File: src/rtl/nn_pkg.sv
// ============================================================================
// Module  : nn_pkg
// Brief   : Shared Q8.8 constants and FSM state encoding for the neural datapath.
// Revision: 1.0 - initial release
// ============================================================================
`default_nettype none

package nn_pkg;
    localparam int              DATA_W = 16;
    localparam logic [DATA_W-1:0] ONE  = 16'h0100;

    localparam logic [2:0] ST_IDLE    = 3'd0;
    localparam logic [2:0] ST_REQ     = 3'd1;
    localparam logic [2:0] ST_WAIT    = 3'd2;
    localparam logic [2:0] ST_PRESENT = 3'd3;
    localparam logic [2:0] ST_DONE    = 3'd4;
endpackage

`default_nettype wire

File: src/rtl/nn_rd_delay.sv
// ============================================================================
// Module  : nn_rd_delay
// Brief   : LAT-deep shift of a memory read strobe; output marks read data valid.
// Revision: 1.0 - initial release
// ============================================================================
`default_nettype none

module nn_rd_delay #(
    parameter int LAT = 1
) (
    input  logic clk,
    input  logic reset,
    input  logic i_strobe,
    output logic o_rd_valid
);

    logic [LAT-1:0] r_sh;

    generate
        if (LAT == 1) begin : g_single
            always_ff @(posedge clk or posedge reset) begin
                if (reset) r_sh <= '0;
                else       r_sh <= i_strobe;
            end
        end else begin : g_multi
            always_ff @(posedge clk or posedge reset) begin
                if (reset) r_sh <= '0;
                else       r_sh <= {r_sh[LAT-2:0], i_strobe};
            end
        end
    endgenerate

    assign o_rd_valid = r_sh[LAT-1];

endmodule

`default_nettype wire

File: src/rtl/hidden_act_reader.sv
// ============================================================================
// Module  : hidden_act_reader
// Brief   : Replays stored hidden activations with layer-1 weights as a beat
//           stream to the MAC. Define ZERO_SKIP_EN to drop zero activations.
// Revision: 1.0 - initial release
// ============================================================================
`default_nettype none

import nn_pkg::*;

module hidden_act_reader #(
    parameter int DATA_W  = 16,
    parameter int ADDR_W  = 8,
    parameter int WADDR_W = 10,
    parameter int N_HID   = 100,
    parameter int N_OUT   = 2,
    parameter int RD_LAT  = 1,
    parameter int OW      = (N_OUT > 1) ? $clog2(N_OUT) : 1
) (
    input  logic               clk,
    input  logic               reset,
    input  logic               start,
    output logic               busy,
    output logic               done,
    output logic               mem_en,
    output logic [ADDR_W-1:0]  mem_addr,
    input  logic [DATA_W-1:0]  mem_rdata,
    output logic               w_en,
    output logic [WADDR_W-1:0] w_addr,
    input  logic [DATA_W-1:0]  w_rdata,
    output logic               out_valid,
    input  logic               out_ready,
    output logic [DATA_W-1:0]  out_act,
    output logic [DATA_W-1:0]  out_wt,
    output logic               out_bias,
    output logic               out_last,
    output logic [OW-1:0]      out_idx
);

    localparam int IW = $clog2(N_HID + 1);

    logic [2:0]         r_state;
    logic [IW-1:0]      r_i;
    logic [OW-1:0]      r_o;
    logic [WADDR_W-1:0] r_waddr;
    logic [DATA_W-1:0]  r_act;
    logic [DATA_W-1:0]  r_wt;
    logic               r_bias;

    logic w_bias_req;
    logic w_last_o;
    logic w_rd_valid;

    assign w_bias_req = (r_i == IW'(N_HID));
    assign w_last_o   = (r_o == OW'(N_OUT - 1));

    nn_rd_delay #(.LAT(RD_LAT)) u_rd_delay (
        .clk        (clk),
        .reset      (reset),
        .i_strobe   (r_state == ST_REQ),
        .o_rd_valid (w_rd_valid)
    );

    // Weight addresses are visited strictly in order, so a running counter
    // replaces the o*(N_HID+1)+i product.
    always_ff @(posedge clk or posedge reset) begin
        if (reset) begin
            r_state <= ST_IDLE;
            r_i     <= '0;
            r_o     <= '0;
            r_waddr <= '0;
            r_act   <= '0;
            r_wt    <= '0;
            r_bias  <= 1'b0;
        end else begin
            case (r_state)
                ST_IDLE: begin
                    if (start) r_state <= ST_REQ;
                end
                ST_REQ: begin
                    r_state <= ST_WAIT;
                end
                ST_WAIT: begin
                    if (w_rd_valid) begin
                        r_wt   <= w_rdata;
                        r_bias <= w_bias_req;
                        r_act  <= w_bias_req ? DATA_W'(ONE) : mem_rdata;
`ifdef ZERO_SKIP_EN
                        if (!w_bias_req && mem_rdata == '0) begin
                            r_i     <= r_i + 1'b1;
                            r_waddr <= r_waddr + 1'b1;
                            r_state <= ST_REQ;
                        end else begin
                            r_state <= ST_PRESENT;
                        end
`else
                        r_state <= ST_PRESENT;
`endif
                    end
                end
                ST_PRESENT: begin
                    if (out_ready) begin
                        r_waddr <= r_waddr + 1'b1;
                        if (w_bias_req) begin
                            r_i <= '0;
                            if (w_last_o) begin
                                r_o     <= '0;
                                r_waddr <= '0;
                                r_state <= ST_DONE;
                            end else begin
                                r_o     <= r_o + 1'b1;
                                r_state <= ST_REQ;
                            end
                        end else begin
                            r_i     <= r_i + 1'b1;
                            r_state <= ST_REQ;
                        end
                    end
                end
                ST_DONE: begin
                    r_state <= ST_IDLE;
                end
                default: begin
                    r_state <= ST_IDLE;
                end
            endcase
        end
    end

    assign busy      = (r_state != ST_IDLE);
    assign done      = (r_state == ST_DONE);
    assign w_en      = (r_state == ST_REQ);
    assign mem_en    = (r_state == ST_REQ) && !w_bias_req;
    assign mem_addr  = ADDR_W'(r_i);
    assign w_addr    = r_waddr;
    assign out_valid = (r_state == ST_PRESENT);
    assign out_act   = r_act;
    assign out_wt    = r_wt;
    assign out_bias  = out_valid && r_bias;
    assign out_last  = out_bias;
    assign out_idx   = r_o;

endmodule

`default_nettype wire
File: config.mk
export PLATFORM = sky130hd
export DESIGN_NAME = hidden_act_reader
export DESIGN_NICKNAME = d
export VERILOG_FILES = /design/src/rtl/nn_pkg.sv /design/src/rtl/nn_rd_delay.sv /design/src/rtl/hidden_act_reader.sv
export SDC_FILE = /design/constraint.sdc
export NUM_CORES = 1
export LEC_CHECK = 0
export BUFFER_PORTS_ARGS = -buffer_cell sky130_fd_sc_hd__buf_2
export CORE_MARGIN = 2
export CORE_UTILIZATION = 23
export CTS_BUF_LIST = sky130_fd_sc_hd__clkbuf_8
export CTS_CLUSTER_DIAMETER = 200
export DETAILED_ROUTE_END_ITERATION = 7
export PLACE_DENSITY = 0.51
export SYNTH_ARGS = -nofsm -noshare
export SYNTH_HDL_FRONTEND = slang
export SYNTH_SLANG_ARGS = --single-unit
File: constraint.sdc
create_clock -name clk -period 1.45 [get_ports clk]
set_input_delay 0.145 -clock clk [delete_from_list [all_inputs] [get_ports clk]]
set_output_delay 0.145 -clock clk [all_outputs]
set_load 0.005 [all_outputs]
==> results.py <==
metrics = {
    "min_path": {
        "timing.hold.worst_endpoint": "out_wt[9]",
        "number_of_cells_on_the_worst_hold_path": 3,
        "hp-class": "input pin to flip-flop",
        "hold_start": "w_rdata[9]",
    },
    "cts": {
        "cts_tree": "done",
        "cts.htree.levels": 2,
        "cts.root.buffer_cell": "sky130_fd_sc_hd__clkbuf_8",
        "clock-sinks": 55,
        "cts_inserted_buffers": 5,
        "cts.reportedPaths.clkPinSlew_ns": 0.10,
        "worst_skew_pair.late_latency_ns": 0.32,
        "clock_path_buffers": 2,
    },
    "finish": {
        "nets": 435,
        "seq_area_sq_um": 1380,
        "diodes": 0,
        "flow.area_growth_from_synthesis_pct": 50.1,
        "post_route_cells_drive_above_1_share_pct": 44.8,
        "number_of_fillers_in_the_final_layout": 1104,
        "area_taken_by_multi_input_logic_gates_sq_um": 1100,
    },
    "timing": {
        "timing.setup.tns_ns": -2.57,
        "report.final.setup_viol": 27,
        "final_hold_viol_count": 0,
        "timing.final.ws_setup_ns": -0.220,
        "maxSlewViolCount": 0,
        "fin_skew_ns": 0.0143,
        "period_needed_ns": 1.67,
        "rsz0062_at_grt": "yes",
        "maxClockFrequency_mhz": 599,
        "post-route-period-util_pct": 115,
    },
    "pwr": {
        "power-per-cell-area_nw_per_um2": 1660,
        "p_leak_nw": 1.86,
        "vdd_drop_max_v": 0.000533,
    },
    "run": {
        "max-cap-violations": 0,
    },
    "routing": {
        "antenna_left": 0,
        "detailedRoute.firstPassIterationCount": 4,
        "met2RoutedLength_um": 3300,
        "detail_route.drc_violations": 0,
        "m1WireLength_um": 2880,
        "drt_iter0_markers": 77,
        "vias_per_cell": 4.33,
        "detail_route.wirelength_um": 6640,
        "met3_wirelength_um": 365,
        "detail_route.wl_per_cell_um": 12.5,
        "highest-signal-layer": "met4",
        "vias_after_detailed_routing": 2308,
    },
    "logic_synthesis": {
        "post_synth_main_area_contributors": "sky130_fd_sc_hd__dfrtp_1 (57%), sky130_fd_sc_hd__nand2_1 (15%), sky130_fd_sc_hd__o21ai_1 (5.6%), sky130_fd_sc_hd__and3_1 (2.1%), sky130_fd_sc_hd__nor2_1 (1.9%)",
        "syn_area_sq_um": 2430,
        "synthesis.instances": 270,
        "basic_gate_share_of_the_synthesized_area_counting_and_or_nand_and_nor_cells_pct": 26.9,
        "synth.top_cell.area_share_pct": 56.6,
        "synth-compound-area-share_pct": 8.84,
        "yosysSeqAreaShare_pct": 56.6,
        "dominant_combinational_cell_family_by_area_after_synthesis": "simple AND/OR/NAND/NOR gates",
        "synthAdderAreaFrac_pct": 1.54,
        "post_synth_num_cell_types": 37,
        "fraction_of_synthesized_cell_area_in_xor_and_xnor_cells_pct": 1.80,
        "synth_mux_area_share_pct": 0.411,
        "synthesized_net_count": 309,
        "avgSynthCellArea_sq_um": 9.01,
        "postSynthRegisterBits": 55,
        "yosys_warnings": 0,
        "synthDominantAreaCellType": "sky130_fd_sc_hd__dfrtp_1",
    },
    "setup_path": {
        "timing.rr.start": "r_i[3]",
        "worst_setup_path_startpoint": "r_i[0]",
        "cp_data_arrival_time_ns": 1.52,
        "critPathCaptureType": "output pin",
        "worst-r2r-cell-count": 7,
        "worstSetupPathType": "flip-flop to output pin",
        "crit_path_max_fanout": 2,
        "rrSetupSlack_ns": -0.17,
        "r2r_end": "w_addr[6]",
        "cp_data_required_time_ns": 1.31,
        "start_kind": "flip-flop",
    },
    "die": {
        "floorplan.initialDensity_pct": 23.7,
        "dieArea_sq_um": 11400,
        "design.core.area_sq_um": 10300,
        "fp-row-count": 37,
        "design.portCount": 94,
        "die_width_um": 107,
        "die_h_um": 107,
    },
    "outcome": {
        "violations": "setup timing",
        "status": "finished, violations left",
    },
    "global_routing": {
        "via_count_of_the_first_global_routing_pass": 2196,
        "grt_util_all_layers_pct": 11.9,
        "grt_antenna_before_repair": 0,
        "gr-total-overflow": 0,
        "pin_count_of_the_biggest_net_entering_global_routing": 56,
        "grt_first_pass_wirelength_um": 10700,
    },
    "placed_design": {
        "pre_cts_slack_ns": -0.131,
        "hpwl_dp_um": 4630,
        "gp_routability_congestion": 0.782,
        "io_buffers": 92,
    },
}
## cells in the mapped netlist
master / instances
sky130_fd_sc_hd__nand4b_1: 1
sky130_fd_sc_hd__dfrtp_1: 55
sky130_fd_sc_hd__or3_2: 1
sky130_fd_sc_hd__nand3_1: 4
sky130_fd_sc_hd__clkbuf_1: 11
sky130_fd_sc_hd__nor2_1: 12
sky130_fd_sc_hd__or4_4: 1
sky130_fd_sc_hd__inv_1: 4
sky130_fd_sc_hd__a21o_1: 1
sky130_fd_sc_hd__a211oi_1: 1
sky130_fd_sc_hd__o21ai_0: 1
sky130_fd_sc_hd__nand3b_1: 1
sky130_fd_sc_hd__o22ai_1: 1
sky130_fd_sc_hd__or3_1: 2
sky130_fd_sc_hd__o2bb2ai_1: 2
sky130_fd_sc_hd__mux2i_1: 1
sky130_fd_sc_hd__xor2_1: 3
sky130_fd_sc_hd__or4_1: 1
sky130_fd_sc_hd__nand2b_1: 3
sky130_fd_sc_hd__and4_1: 1
sky130_fd_sc_hd__and3_1: 8
sky130_fd_sc_hd__nand3_2: 1
sky130_fd_sc_hd__xnor2_1: 2
sky130_fd_sc_hd__a22o_1: 2
sky130_fd_sc_hd__a221oi_1: 1
sky130_fd_sc_hd__buf_4: 2
sky130_fd_sc_hd__and4b_1: 1
sky130_fd_sc_hd__ha_1: 3
sky130_fd_sc_hd__nand2_1: 97
sky130_fd_sc_hd__o21ai_1: 27
sky130_fd_sc_hd__a21oi_1: 2
sky130_fd_sc_hd__buf_2: 4
sky130_fd_sc_hd__and2_1: 3
sky130_fd_sc_hd__nor4bb_1: 1
sky130_fd_sc_hd__nor3_1: 4
sky130_fd_sc_hd__conb_1: 1
sky130_fd_sc_hd__nand4_1: 4
## state kept, by name (all words and copies together) (netlist names)
signal	count
u_rd_delay.o_rd_valid	1
w_addr	10
out_idx	1
r_i	7
r_state	3
out_wt	16
out_act	16
r_bias	1
## cells in the final DEF, fill, tap and decap left out, types with 2 or more instances in the layout
master / instances
sky130_fd_sc_hd__o21ai_1: 13
sky130_fd_sc_hd__nand2b_4: 2
sky130_fd_sc_hd__o2bb2ai_1: 2
sky130_fd_sc_hd__dfrtp_1: 54
sky130_fd_sc_hd__and2_1: 2
sky130_fd_sc_hd__a22o_1: 2
sky130_fd_sc_hd__xnor2_1: 2
sky130_fd_sc_hd__nand4_1: 4
sky130_fd_sc_hd__inv_1: 3
sky130_fd_sc_hd__nand3_1: 4
sky130_fd_sc_hd__nor2_2: 3
sky130_fd_sc_hd__ha_1: 3
sky130_fd_sc_hd__clkbuf_8: 7
sky130_fd_sc_hd__or3_1: 2
sky130_fd_sc_hd__clkinvlp_4: 2
sky130_fd_sc_hd__nor2_1: 8
sky130_fd_sc_hd__nor3_1: 3
sky130_fd_sc_hd__nand2_2: 3
sky130_fd_sc_hd__o21ai_2: 14
sky130_fd_sc_hd__buf_4: 30
sky130_fd_sc_hd__and3_4: 2
sky130_fd_sc_hd__a21oi_1: 2
sky130_fd_sc_hd__and3_1: 5
sky130_fd_sc_hd__xor2_1: 3
sky130_fd_sc_hd__buf_12: 3
sky130_fd_sc_hd__buf_2: 90
sky130_fd_sc_hd__buf_6: 11
sky130_fd_sc_hd__nand2_1: 94
## per-layer routing
metal / GRT usage [%] / up-vias
met2: 19.1 / 60
met3: 3.10 / 6
met5: 0 / -
met1: 15.4 / 1101
li1: - / 1141
met4: 4.17 / 0
## power breakdown
group	leakage, nW	internal, mW	total [mW]	switching, mW
clock	0.0505	0.436	0.966	0.530
combinational	1.14	1.30	2.58	1.28
sequential	0.674	2.14	2.51	0.367
total	1.86	3.88	6.06	2.18
## kinds of logic (layout without fill, tap and decap cells)
logic type | Yosys count | in the layout
adder cells (fa/ha/maj) | 3 | 3
XOR/XNOR | 5 | 5
buffers and inverters | 21 | 148
multiplexers | 1 | 1
AO/OA/AOI/OAI | 38 | 38
other | 1 | 1
AND/OR/NAND/NOR | 146 | 146
flip-flops | 55 | 55
## critical path: stages (launching register included)
cell and delay [ns]:
sky130_fd_sc_hd__dfrtp_1 0.35, sky130_fd_sc_hd__inv_1 0.05, sky130_fd_sc_hd__ha_1 0.22, sky130_fd_sc_hd__and3_4 0.16, sky130_fd_sc_hd__buf_6 0.12, sky130_fd_sc_hd__nor3_4 0.18
sky130_fd_sc_hd__buf_2 0.14
## worst max-delay path by stage
stage	endpoint	slack, ns	depth (start not counted)
2_1_floorplan	w_addr[9]	-0.11	4
3_3_place_gp	w_addr[5]	-0.06	4
3_5_place_dp	w_addr[0]	-0.13	4
4_1_cts	mem_en	-0.24	5
5_1_grt	mem_en	-0.32	5
6_report	mem_en	-0.22	6
## area by class of cell
type / count / area share, %
Inverter: 4 / 0.514
Clock buffer: 7 / 2.64
Timing Repair Buffer: 136 / 24.2
Sequential cell: 55 / 37.7
Clock inverter: 1 / 0.205
Tap cell: 136 / 4.66
Multi-Input combinational cell: 194 / 30.1
## stage by stage
stage               std cells  total power [mW]  area (sq um)  hold slack (ns)  utilization (%)
floorplan                 270              3.61          2440            0.219                -
global placement          516              4.82          3290            0.250             32.1
detailed placement        516              4.86          3290            0.258             32.1
CTS                       530              5.93          3510          0.00559             34.1
global route              533              6.62          3650          0.00639             35.5
finish                    533              6.06          3650           0.0137             35.5
## what timing repair did
| action | in CTS | in global routing |
|---|---|---|
| pin swaps | 4 | 13 |
| hold endpoints to repair | 55 | 0 |
| endpoints found under the setup margin | 24 | 42 |
| gates cloned | 1 | 0 |
| setup buffers | 5 | 4 |
| hold buffers | 1 | 0 |
| gates resized for setup | 17 | 32 |
Note: power is estimated with default switching activity, not from simulation.
